File: src/rtl/fpmul_arbiter.sv
// Two-requester round-robin front end for a shared single-precision multiplier.
// Only one multiply is ever outstanding. Results and flags are registered and returned to the owner.
module fpmul_arbiter (
  input  logic        Clk,
  input  logic        Rst,
  input  logic        Req0,
  input  logic        Req1,
  input  logic [31:0] A0,
  input  logic [31:0] B0,
  input  logic [31:0] A1,
  input  logic [31:0] B1,
  output logic        Ack0,
  output logic        Ack1,
  output logic        Valid0,
  output logic        Valid1,
  output logic [31:0] Res,
  output logic [5:0]  Flags,
  output logic        Busy,
  output logic        MulStart,
  output logic [31:0] MulA,
  output logic [31:0] MulB,
  input  logic        MulDone,
  input  logic [31:0] MulP,
  input  logic        MulOF,
  input  logic        MulUF,
  input  logic        MulNaNF,
  input  logic        MulInfF,
  input  logic        MulDNF,
  input  logic        MulZF
);

  typedef enum logic [1:0] {IDLE, START, WAIT, RESP} state_t;

  state_t state;
  logic   pri;
  logic   owner;
  logic   grant_any;
  logic   grant_sel;

  always_comb begin
    grant_any = Req0 | Req1;
    grant_sel = (Req0 && Req1) ? pri : Req1;
  end

  // Every output is registered. Ack and MulStart are raised together as the FSM enters START.
  // Valid is raised as the FSM leaves RESP.
  always_ff @(posedge Clk) begin
    if (Rst) begin
      state    <= IDLE;
      pri      <= 1'b0;
      owner    <= 1'b0;
      Ack0     <= 1'b0;
      Ack1     <= 1'b0;
      Valid0   <= 1'b0;
      Valid1   <= 1'b0;
      Busy     <= 1'b0;
      MulStart <= 1'b0;
      Res      <= '0;
      Flags    <= '0;
      MulA     <= '0;
      MulB     <= '0;
    end else begin
      Ack0     <= 1'b0;
      Ack1     <= 1'b0;
      Valid0   <= 1'b0;
      Valid1   <= 1'b0;
      MulStart <= 1'b0;
      case (state)
        IDLE: begin
          if (grant_any) begin
            owner    <= grant_sel;
            MulA     <= grant_sel ? A1 : A0;
            MulB     <= grant_sel ? B1 : B0;
            Ack0     <= ~grant_sel;
            Ack1     <= grant_sel;
            MulStart <= 1'b1;
            Busy     <= 1'b1;
            state    <= START;
          end
        end
        START: state <= WAIT;
        WAIT: begin
          if (MulDone) begin
            Res   <= MulP;
            Flags <= {MulOF, MulUF, MulNaNF, MulInfF, MulDNF, MulZF};
            state <= RESP;
          end
        end
        RESP: begin
          Valid0 <= ~owner;
          Valid1 <= owner;
          pri    <= ~owner;
          Busy   <= 1'b0;
          state  <= IDLE;
        end
        default: state <= IDLE;
      endcase
    end
  end

endmodule

File: config.mk
export PLATFORM = sky130hd
export DESIGN_NAME = fpmul_arbiter
export DESIGN_NICKNAME = d
export VERILOG_FILES = /design/src/rtl/fpmul_arbiter.sv
export SDC_FILE = /design/constraint.sdc
export NUM_CORES = 1
export LEC_CHECK = 0
export BUFFER_PORTS_ARGS = -buffer_cell sky130_fd_sc_hd__buf_4
export CORE_UTILIZATION = 39
export CTS_CLUSTER_DIAMETER = 120
export CTS_CLUSTER_SIZE = 14
export DETAILED_ROUTE_END_ITERATION = 8
export GPL_TIMING_DRIVEN = 0
export PLACE_DENSITY = 0.78
export SLEW_MARGIN = 20
export SYNTH_ARGS = -nofsm -noshare
export SYNTH_HDL_FRONTEND = slang
export SYNTH_SLANG_ARGS = --single-unit
export TNS_END_PERCENT = 10
File: constraint.sdc
create_clock -name Clk -period 1.6 [get_ports Clk]
set_clock_uncertainty 0.2 [all_clocks]
set_input_delay 0.24 -clock Clk [delete_from_list [all_inputs] [get_ports Clk]]
set_output_delay 0.24 -clock Clk [all_outputs]
set_load 0.005 [all_outputs]
== After elaboration in Yosys (flattened, before gate mapping) ==
Cells that the tools add are included.

* Reductions and logical operators: 10
* Muxes and demuxes: 9
* Equality and inequality tests: 5
* Bitwise gates (word level): 6

{| class="wikitable"
|+ Operator list
! cell !! count
|-
| two-way mux 32 bit || 2
|-
| case mux 2 bit (4 select lines) || 1
|-
| AND reduction 2 bit || 4
|-
| NOT 1 bit || 5
|-
| == test 2 bit, second input constant || 2
|-
| two-way mux 2 bit || 2
|-
| != test 2 bit, second input constant || 2
|-
| OR reduction 2 bit || 2
|-
| two-way mux 1 bit || 3
|-
| OR reduction 3 bit || 1
|-
| == test 2 x 1 -> 1 bit, second input constant || 1
|-
| zero test 2 bit || 1
|-
| case mux 1 bit (2 select lines) || 1
|-
| nonzero test 2 bit || 1
|-
| logical AND 1 bit || 1
|-
| bitwise OR 1 bit || 1
|}

* Register bits after elaboration: 112
* Input bits: 171
* Word-level logic and storage cells: 43
* Output and inout bits: 108

== Longest topological paths before layout ==
* Depth in word-level cells: 3
* Gate-level depth with buffers: 7
* Gate-level depth less buffers: 5

== Worst setup path after synthesis ==
OpenSTA, ideal clock, no wires.

* Path type: register to register
* Start point: register state[0]
* End point: register Flags[0]
* Stages on the path, launching flop included: 8
* Arrival: 1338 ps
* Path buffers: 2
* Path slack: -9 ps
* Data required time: 1330 ps
* Clock period less this slack: 1609 ps
* Setup time: 70 ps
* Cell sequence: dfxtp_1 inv_1 ha_1 nand2_1 buf_2 clkbuf_1 nand2_1 a21oi_1

* Cells in the longest elaborated chain, start to end: 2

{| class="wikitable"
|+ Ends and longest elaborated chain
! item !! line !! text
|-
| start, declared || 34 || <nowiki>state_t state;</nowiki>
|-
| start signal, assigned || 49 || <nowiki>state <= IDLE;</nowiki>
|-
| start signal, assigned || 78 || <nowiki>state <= START;</nowiki>
|-
| start signal, assigned || 81 || <nowiki>START: state <= WAIT;</nowiki>
|-
| == test 2 bit || 68 || <nowiki>case (state)</nowiki>
|-
| AND reduction 2 bit (no source line) || -- ||
|-
| end signal, assigned || 85 || <nowiki>Flags <= {MulOF, MulUF, MulNaNF, MulInfF, MulDNF, MulZF};</nowiki>
|-
| end, declared || 17 || <nowiki>output logic [5:0] Flags,</nowiki>
|}

Every way passes these cells.
A chain may end at the register's enable or synchronous reset.

== Worst setup path in the final report ==
* Start point: register pri
* End point: register MulA[6]

* Cells in the longest elaborated chain, start to end: 2

{| class="wikitable"
|+ Ends and longest elaborated chain
! item !! line !! text
|-
| start, declared || 35 || <nowiki>logic pri;</nowiki>
|-
| start signal, assigned || 92 || <nowiki>pri <= ~owner;</nowiki>
|-
| two-way mux 1 bit || 42 || <nowiki>grant_sel = (Req0 && Req1) ? pri : Req1;</nowiki>
|-
| two-way mux 32 bit || 72 || <nowiki>MulA <= grant_sel ? A1 : A0;</nowiki>
|-
| end signal, assigned || 72 ||
|-
| end, declared || 20 || <nowiki>output logic [31:0] MulA,</nowiki>
|}

Every way passes these cells.

==> results.sh <==
export IMPL_routed_via_density=5.485
export IMPL_port_buffers=277
export IMPL_synth_seq_cells=112
export IMPL_synth_mux_area_fraction_pct=0.6637
export IMPL_synth_ff_type="dfxtp_1"
export IMPL_power_switching_mw=4.103
export IMPL_dr_pass1_iters=7
export IMPL_synth_most_common_cell="dfxtp_1"
export IMPL_p_leak_nw=3.885
export IMPL_netlist_top_cells_area="dfxtp_1 48%, a311oi_1 12%, nand3_1 6.9%"
export IMPL_synth_top_cell_area_share_pct=47.57
export IMPL_holdWs_ns=0.002895
export IMPL_hpwl_mm=12.21
export IMPL_yosysSeqAreaShare_pct=47.57
export IMPL_syn_to_final_growth_pct=93.04
export IMPL_clock_fmax_mhz=571.3
export IMPL_antenna_found_initial=0
export IMPL_maxCapViolations=0
export IMPL_synth_distinct_cells=26
export IMPL_comb_power_share_pct=45.9
export IMPL_min_period_ns=1.750
export IMPL_synth_simple_area_share_pct=20.18
export IMPL_die_w_um=111.9
export IMPL_grt_usage_pct=30.42
export IMPL_grt_start_max_net_pins=18
export IMPL_rsz0062_at_grt="yes"
export IMPL_cts_root_buffer="clkbuf_16"
export IMPL_hold_class="input pin to flop"
export IMPL_core_um2=11610
export IMPL_dieHeight_um=111.9
export IMPL_vias=6264
export IMPL_hold_violations=0
export IMPL_htreeDepth=3
export IMPL_async_reset_ff_share_pct=0
export IMPL_cts_buffers=9
export IMPL_violations="design-rule violations, negative setup slack"
export IMPL_drive_gt1_share_pct=41.14
export IMPL_path_class="flop to flop"
export IMPL_drt_total_wl_mm=20.71
export IMPL_synth_adder_area_share_pct=1.062
export IMPL_startpoint_type="flop"
export IMPL_yosysWarningCount=0
export IMPL_netSwitchingFraction_pct=33.75
export IMPL_drt_drc_violations_left=20
export IMPL_clockBufferDepth=2
export IMPL_power_clock_fraction_pct=20.2
export IMPL_power_density_nw_per_um2=1336
export IMPL_n_antenna_cell=0
export IMPL_finalNetCount=1169
export IMPL_max_slew_margin_rel_pct=51.88
export IMPL_cts_tree="yes"
export IMPL_grt_pass1_vias=5978
export IMPL_p_int_mw=8.057
export IMPL_clock_sinks=112
export IMPL_clkLatencyLatePin_ns=0.34
export IMPL_ios=279
export IMPL_peakVddDrop_v=0.0008065
export IMPL_synth_compound_area_share_pct=23.63
export IMPL_fin_crit_sh_pct=109.4
export IMPL_critPathMaxFanout=10
export IMPL_syn_avg_cell_area_um2=8.085
export IMPL_status="complete, but fails checks"
export IMPL_synthesis_nets=758
export IMPL_synth_top_family_by_area="compound AO/OA/AOI/OAI gates"
export IMPL_setup_viol=21
export IMPL_maxSlewViolCount=0
export IMPL_synth_edff_count=0
export IMPL_finalWeightedCongestion=0.8167
export IMPL_synth_xor_area_share_pct=0
export IMPL_wl_per_cell_um=18.13
export IMPL_grt_overflow=0
export IMPL_synth_common_cells="112 x dfxtp_1, 78 x nand2_1, 71 x nor2_1"
export IMPL_arrival_ns=1.74
export IMPL_drt_initial_drc_count=517
export IMPL_synth_cells=583
export IMPL_seq_power_share_pct=33.9
export IMPL_cp_required_ns=1.59
export IMPL_tightest_slew_ns=0.7218
export IMPL_initial_core_util_pct=40.58
export IMPL_worst_slack_ns=-0.1503
export IMPL_detail_route_antenna_nets=0
export IMPL_die_area_um2=12530
export IMPL_grt_pass1_wl_mm=30.31
export IMPL_p_total_mw=12.16
export IMPL_clk_pin_slew_ns=0.07
export IMPL_end_kind="flop"
export IMPL_rows=39
export IMPL_netlist_area_um2=4713
export IMPL_synth_top_cell_by_area="dfxtp_1"
cell families after synthesis:
kind of cell,Yosys count
AO/OA/AOI/OAI,173
AND/OR/NAND/NOR,224
flip-flops,112
adder cells (fa/ha/maj),4
multiplexers,3
buffers and inverters,67
routing by layer:
layer	vias up	global-route usage, %	wire [um]
li1	2907	-	-
met2	346	54.20	10400
met1	2943	34.37	7758
met3	68	7.131	1696
met5	-	0	0
met4	0	13.96	848
worst max-delay path, cell delays in order (launching register included):
cell      delay, ns
dfxtp_1        0.35
and2b_1        0.21
buf_6          0.15
buf_4          0.17
o21ai_0        0.33
a311oi_2       0.18
repair_timing:
item / in CTS / in global routing
pin swaps: 1 / 55
gates cloned: 1 / 7
buffers inserted: 2 / 4
gates resized for setup: 44 / 101
hold endpoints to repair: 84 / 0
hold buffers: 109 / 0
setup endpoints to repair: 94 / 92
worst paths after layout:
kind,from,to,slack (ns),depth (start not counted)
worst min register to register,owner,Valid0,0.24,1
worst max register to register,pri,MulA[6],-0.15,5
worst min-delay path,B1[9],MulB[9],0.003,3
worst max-delay path,pri,MulA[6],-0.15,5
layout by cell type (no fill, tap or decap), drive strengths merged, types with 3 or more instances in the layout:
master	count
a21oi	41
a311oi	64
buf	323
clkbuf	44
dfxtp	112
dlygate4sd3	109
ha	4
inv	5
nand2	78
nand2b	3
nand3	65
nor2	71
o21ai	65
layout make-up:
type / instances / area [um2]
repair buffers: 400 / 3406
clock buffers: 13 / 280.3
multi-input cells: 404 / 2436
plain buffers: 63 / 489.2
flip-flops and latches: 112 / 2247
fillers: 728 / 2515
clock inverters: 3 / 46.29
well taps: 143 / 178.9
inverters: 4 / 15.01
state kept, by name (all words and copies together) (netlist names):
| signal | flops |
|---|---|
| MulStart | 1 |
| owner | 1 |
| Busy | 1 |
| Res | 32 |
| Valid1 | 1 |
| MulA | 32 |
| Ack0 | 1 |
| Ack1 | 1 |
| Valid0 | 1 |
| Flags | 6 |
| pri | 1 |
| MulB | 32 |
| state | 2 |
power by group through the flow:
stage                     Sequential, mW  Clock, mW  Combinational, mW
final                               4.13       2.46               5.58
after global routing                4.20       2.59               5.95
after CTS                           4.04       2.45               4.41
after detailed placement            4.09          0               3.91
after global placement              4.07          0               3.87
after floorplan                     4.13          0               1.77
metrics by stage:
step	area (um2)	instances	setup TNS, ns	worst slack, ns	util (%)
global placement	6972	1003	-19.10	-0.2388	60.03
global route	9099	1142	-3.396	-0.1635	78.35
finish	9099	1142	-0.4660	-0.1503	78.35
floorplan	4713	583	-0.1777	-0.008916	-
detailed placement	6972	1003	-21.44	-0.2899	60.03
CTS	8542	1131	-0.05452	-0.01994	73.55
No activity file was read; power rests on OpenSTA's default activity.
